<file path="config.mk">
export PLATFORM = sky130hd
export DESIGN_NAME = elbeth_alu_arbiter
export DESIGN_NICKNAME = d
export VERILOG_FILES = /design/src/rtl/elbeth_alu_arbiter.sv
export SDC_FILE = /design/constraint.sdc
export NUM_CORES = 1
export LEC_CHECK = 0
export CAP_MARGIN = 5
export CORE_AREA = 2 2 107 109
export CTS_BUF_LIST = sky130_fd_sc_hd__clkbuf_8
export DETAILED_ROUTE_END_ITERATION = 16
export DIE_AREA = 0 0 109 111
export PLACE_DENSITY = 0.7
export SKIP_CTS_REPAIR_TIMING = 1
export SLEW_MARGIN = 10
export SYNTH_ARGS = -nofsm -noshare
export SYNTH_HDL_FRONTEND = slang
export SYNTH_SLANG_ARGS = --single-unit
</file>
<file path="constraint.sdc">
create_clock -name clk -period 3.2 [get_ports clk]
set_input_delay 0.48 -clock clk [delete_from_list [all_inputs] [get_ports clk]]
set_output_delay 0.48 -clock clk [all_outputs]
set_load 0.05 [all_outputs]
</file>
<file path="src/rtl/elbeth_alu_arbiter.sv">
// elbeth_alu_arbiter: shares one combinational elbeth_alu between the main
// execute pipeline (port 0) and an auxiliary unit (port 1). The granted
// request is muxed onto the ALU inputs. The ALU result is captured into a
// single-entry response buffer that is tagged with the owning requester.
module elbeth_alu_arbiter #(
    parameter int                   DATA_WIDTH  = 32,
    parameter int                   OP_WIDTH    = 4,
    parameter bit                   ROUND_ROBIN = 1'b1,
    // Encoding of OP_ADD. The idle ALU drive uses it, so the ALU never sees X.
    parameter logic [OP_WIDTH-1:0]  OP_ADD      = {OP_WIDTH{1'b0}}
) (
    input  logic                  clk,
    input  logic                  rst,
    input  logic                  req0_valid,
    output logic                  req0_ready,
    input  logic [OP_WIDTH-1:0]   req0_op,
    input  logic [DATA_WIDTH-1:0] req0_a,
    input  logic [DATA_WIDTH-1:0] req0_b,
    input  logic                  req1_valid,
    output logic                  req1_ready,
    input  logic [OP_WIDTH-1:0]   req1_op,
    input  logic [DATA_WIDTH-1:0] req1_a,
    input  logic [DATA_WIDTH-1:0] req1_b,
    output logic [DATA_WIDTH-1:0] alu_data_a,
    output logic [DATA_WIDTH-1:0] alu_data_b,
    output logic [OP_WIDTH-1:0]   alu_operation,
    input  logic [DATA_WIDTH-1:0] alu_result,
    output logic                  rsp_valid,
    input  logic                  rsp_ready,
    output logic                  rsp_id,
    output logic [DATA_WIDTH-1:0] rsp_result
);

    typedef enum logic [0:0] {
        ST_EMPTY = 1'b0,
        ST_FULL  = 1'b1
    } buf_state_t;

    buf_state_t            state_q, state_d;
    logic [DATA_WIDTH-1:0] rsp_result_q, rsp_result_d;
    logic                  rsp_id_q, rsp_id_d;
    logic                  last_grant_q, last_grant_d;

    logic                  gnt0_s;
    logic                  gnt1_s;
    logic                  can_accept_s;
    logic                  accept0_s;
    logic                  accept1_s;

    // Grant selection: a single valid port wins outright; a tie goes to the
    // port that was not served last (round robin) or always to port 0.
    always_comb begin
        gnt0_s = 1'b0;
        gnt1_s = 1'b0;
        case ({req1_valid, req0_valid})
            2'b01: gnt0_s = 1'b1;
            2'b10: gnt1_s = 1'b1;
            2'b11: begin
                if (ROUND_ROBIN && (last_grant_q == 1'b0)) begin
                    gnt1_s = 1'b1;
                end else begin
                    gnt0_s = 1'b1;
                end
            end
            default: begin
                gnt0_s = 1'b0;
                gnt1_s = 1'b0;
            end
        endcase
    end

    // Handshake: the buffer takes a new result when it is empty or is being
    // drained in this same cycle. Nothing is accepted while in reset.
    always_comb begin
        can_accept_s = (state_q == ST_EMPTY) || rsp_ready;
        req0_ready   = can_accept_s && gnt0_s && !rst;
        req1_ready   = can_accept_s && gnt1_s && !rst;
        accept0_s    = req0_valid && req0_ready;
        accept1_s    = req1_valid && req1_ready;
    end

    // ALU operand/opcode mux; drives a harmless ADD 0,0 when nobody is granted.
    always_comb begin
        alu_data_a    = {DATA_WIDTH{1'b0}};
        alu_data_b    = {DATA_WIDTH{1'b0}};
        alu_operation = OP_ADD;
        if (gnt0_s) begin
            alu_data_a    = req0_a;
            alu_data_b    = req0_b;
            alu_operation = req0_op;
        end else if (gnt1_s) begin
            alu_data_a    = req1_a;
            alu_data_b    = req1_b;
            alu_operation = req1_op;
        end else begin
            alu_data_a    = {DATA_WIDTH{1'b0}};
            alu_data_b    = {DATA_WIDTH{1'b0}};
            alu_operation = OP_ADD;
        end
    end

    // Response buffer next state plus payload and last-grant update.
    always_comb begin
        state_d      = state_q;
        rsp_result_d = rsp_result_q;
        rsp_id_d     = rsp_id_q;
        last_grant_d = last_grant_q;
        case (state_q)
            ST_EMPTY: begin
                if (accept0_s || accept1_s) begin
                    state_d = ST_FULL;
                end else begin
                    state_d = ST_EMPTY;
                end
            end
            ST_FULL: begin
                if (accept0_s || accept1_s) begin
                    state_d = ST_FULL;
                end else if (rsp_ready) begin
                    state_d = ST_EMPTY;
                end else begin
                    state_d = ST_FULL;
                end
            end
            default: state_d = ST_EMPTY;
        endcase
        if (accept0_s) begin
            rsp_result_d = alu_result;
            rsp_id_d     = 1'b0;
            last_grant_d = 1'b0;
        end else if (accept1_s) begin
            rsp_result_d = alu_result;
            rsp_id_d     = 1'b1;
            last_grant_d = 1'b1;
        end else begin
            rsp_result_d = rsp_result_q;
            rsp_id_d     = rsp_id_q;
            last_grant_d = last_grant_q;
        end
    end

    // State registers; reset empties the buffer and hands port 0 the first tie.
    always_ff @(posedge clk) begin
        if (rst) begin
            state_q      <= ST_EMPTY;
            rsp_result_q <= {DATA_WIDTH{1'b0}};
            rsp_id_q     <= 1'b0;
            last_grant_q <= 1'b1;
        end else begin
            state_q      <= state_d;
            rsp_result_q <= rsp_result_d;
            rsp_id_q     <= rsp_id_d;
            last_grant_q <= last_grant_d;
        end
    end

    assign rsp_valid  = (state_q == ST_FULL);
    assign rsp_id     = rsp_id_q;
    assign rsp_result = rsp_result_q;

endmodule
</file>
[Word level (Yosys, flattened, before mapping)]
Index checks and enable logic that the tools add are counted.
Operators by class
  eq/ne operators: 3
  mux-type cells: 18
  bitwise operators: 1
  reduce and logical (&&, ||, !) cells: 11
Operators with widths (number)
  32-bit two-way mux: 6
  4-bit two-way mux: 2
  1-bit two-way mux: 7
  1-bit logical AND: 6
  1-bit case mux with 2 select lines: 3
  2-bit == test (second input constant): 2
  2-bit by 1-bit == test with 1-bit output (second input constant): 1
  1-bit logical OR: 2
  2-bit nonzero test: 1
  2-bit OR reduction: 1
  1-bit logical NOT: 1
  1-bit inverter: 1
Storage, ports and cells
  bits in registers: 35
  input bits: 173
  output and inout bits: 104
  word-level logic and storage cells: 37

[Depth between registers and ports, before layout]
  depth in word-level cells: 8
  gate-level depth with buffers: 5
  mapped depth without buffers: 3

[Worst setup path before layout]
Ideal clock, no wire load.
  kind: input to output
  from: in req1_valid
  to: out req0_ready
  arrival time: 1.385 ns
  data required time: 2.720 ns
  setup slack: 1.335 ns
  stages: 5
  buffers on the path: 2
  cells stage by stage: nand2b_1 and2_1 buf_6 buf_6 and3_1
On the way
  longest elaborated chain between the ends: 4
RTL lines
  start: declaration: line 19  | input logic req1_valid,
  2-bit == test / 2-bit by 1-bit == test with 1-bit output (equally long branches): line 55  | case ({req1_valid, req0_valid})
  1-bit case mux with 2 select lines (*): line 55
  1-bit logical AND (*) (2 in a row): line 76  | req0_ready = can_accept_s && gnt0_s && !rst;
  end: declaration: line 15  | output logic req0_ready,
Every way passes the cells marked *; elsewhere a longest branch is shown, timed or not.

[Worst setup path in the final report]
  from: in req0_valid
  to: out alu_data_b[10]
On the way
  longest elaborated chain between the ends: 4
RTL lines
  start: declaration: line 14  | input logic req0_valid,
  2-bit == test: line 55
  1-bit case mux with 2 select lines: line 55
  32-bit two-way mux: line 91  | end else if (gnt1_s) begin
  32-bit two-way mux (*): line 87  | if (gnt0_s) begin
  end: declaration: line 25  | output logic [DATA_WIDTH-1:0] alu_data_b,
Marked as above.

==> out/summary.txt <==
Placed insts: 642
Tcrit/Tclk final: 84.3%
R2r setup slk: 1.95 ns
Initial Util: 19.7%
Critical register-to-register path endpoint: last_grant_q
Peak Freq: 371 MHz
Cell with the most instances after synthesis: a22o_1
Status: finished clean
Yosys warns: 0
Initial antenna violation count: 3
Fraction of registers with async set/reset: 0%
Buf/Inv on CP: 3
Input/output buffers: 276
Syn_nets: 425
HP Start: rsp_result[6]
First DRT Iteration DRCs: 131
First-pass GRT wire length: 18900 µm
Layout Nets: 679
RSZ-0062 raised after global routing: no
Area delta synth->final: 165%
Kind of start point of the critical path: input port
Cells after Synth: 252
Max Buffers Root-to-Sink: 2
Crit-path cells: clkdlybuf4s50_1, and2_2, buf_12, a22o_1, buf_12
Setup TNS: 0 ns
Sequential area share after synthesis: 32.1%
Worst-skew pair later-pin latency: 0.28 ns
Syn Area/Cell: 8.67 µm²
Worst Setup EP: alu_data_b[10]
Worst-margin pin slew: 1.13 ns
Gr usage total: 20.5%
Worst slew margin: 24.7%
Most area-hungry cell type in the Yosys netlist: dfxtp_1
Overflow after GRT: 0
CTS buffer count: 5
Top cells by count, synth: a22o_1 (68), dfxtp_1 (35), nand2_1 (33), nand4_1 (32), o211ai_1 (32)
Crit. End Element: output port
Chip Height: 111 µm
Pins over their slew limit: 0
DRC: 0
Max-cap violations: 0
H-tree levels: 2
Detailed Routing Iterations Pass 1: 4
Core area: 11100 µm²
P_leak: 0.00237 µW
Crit path DAT: 2.22 ns
Worst reg-to-reg path cell count: 4
WL/cell: 19.8 µm
Drt total wl: 12900 µm
Worst Skew: 0.00913 ns
Yosys cell types: 22
# clock sinks: 35
Post-route ant nets: 0
Largest cells by area after synthesis: dfxtp_1 (32%), a22o_1 (27%), o211ai_1 (11%)
Share of cells above drive strength 1: 18.0%
RD Place Congestion: 0.906
Crit-path max cell delay: 0.60 ns
Post-DR vias/cell: 4.91
Post-synth EDFFs: 0
Crit path max-delay family: buffers and inverters
Die Wd: 109 µm
Number of global-route vias before repair: 3308
Crit-path slowest cell: clkdlybuf4s50_1
Die area: 12100 µm²
Cell mode on critical path: buf_12
Worst hold path class: register to register
Crit path from: req0_valid
CTS Root Cell: clkbuf_8
Row count: 39
Io pins: 277
Maximum VDD drop: 0.000299 V
Fin. Hold Viols: 0
Top-area cell type share of the netlist area: 32.1%
Via count of the routed design: 3194
Critical path depth: 5
Crit Path Max Fanout: 26
CTS tree: done
Critical Path RT: 2.72 ns
Worst-path clk slew: 0.07 ns
Synth Flop Type: dfxtp_1
Final Setup Violations: 0
Fin cells: 651
Pin count of the biggest net entering global routing: 63
Power per standard cell area: 359 nW/µm²
Setup CP Type: input port to output port
Worst hold slack: 0.490 ns
Synth Register Bits: 35
DP HPWL: 10600 µm
Fin crit period: 2.70 ns
Mapped cell area: 2180 µm²
Reg2reg start: rsp_valid
worst min path at each step:
| stage | endpoint | slack, ns | cells past startpoint |
|---|---|---|---|
| final | rsp_result[6] | 0.49 | 2 |
| after global routing | rsp_result[13] | 0.51 | 2 |
| after CTS | rsp_result[6] | 0.49 | 2 |
| after detailed placement | rsp_result[6] | 0.48 | 2 |
| after global placement | rsp_result[31] | 0.48 | 2 |
| after floorplan | last_grant_q | 0.46 | 1 |
worst min-delay path, cell delays in order (launching register included):
cell and delay [ns]:
dfxtp_1 0.31, o211ai_1 0.08, nand2_1 0.05
logic make-up (layout without fill, tap and decap cells):
kind of cell / count (synthesis) / in the layout / synth area share [%]
AOI/OAI and AO/OA: 106 / 106 / 40.4
buffers and inverters: 38 / 292 / 10.5
DFF: 35 / 35 / 32.1
other: 0 / 2 / 0
and+or+nand+nor: 73 / 73 / 17.0
where the power goes:
group / internal (µW) / switching (µW) / total (µW)
logic: 621 / 649 / 1270
registers: 468 / 17.1 / 485
clock network: 169 / 153 / 321
through the flow:
| stage | area [µm²] | setup slack (ns) | util (%) | power [µW] |
|---|---|---|---|---|
| finish | 5790 | 0.502 | 52.3 | 2080 |
| global route | 5790 | 0.420 | 52.2 | 2160 |
| CTS | 5790 | 0.495 | 52.2 | 2100 |
| detailed placement | 5700 | 0.508 | 51.5 | 1770 |
| global placement | 5700 | 0.571 | 51.5 | 1760 |
| floorplan | 2180 | 1.34 | - | 1090 |
layer usage:
metal / global-route usage (%) / vias to the layer above / wire [µm]
li1: - / 1511 / -
met1: 24.6 / 1487 / 5190
met2: 32.0 / 162 / 5710
met3: 9.52 / 32 / 1550
met4: 6.84 / 2 / 410
met5: 0 / - / 16
state kept, by name, indices dropped and copies added (netlist names):
name,count
rsp_valid,1
rsp_id,1
last_grant_q,1
rsp_result,32
cells in the final DEF, fill, tap and decap left out:
cell type	count
buf_12	72
diode_2	2
nor2b_2	1
clkinv_2	1
and3_1	2
and2_2	1
a21oi_1	2
nand4_1	32
clkbuf_8	6
or2_1	1
nand2b_1	2
o21ai_0	1
a21boi_4	1
a21o_1	1
buf_4	6
a211oi_2	1
nand2_1	33
o211ai_1	32
nor2_2	1
inv_2	1
clkdlybuf4s50_1	206
a22o_1	68
dfxtp_1	35
final cells by class:
type / instances / area [µm²]
diodes: 2 / 5.00
clock buffers: 6 / 82.6
clock inverters: 1 / 5.00
fillers: 968 / 5290
inverters: 1 / 3.75
multi-input cells: 179 / 1270
flip-flops and latches: 35 / 701
well taps: 143 / 179
repair buffers: 284 / 3550
(Power assumes the default switching activity.)
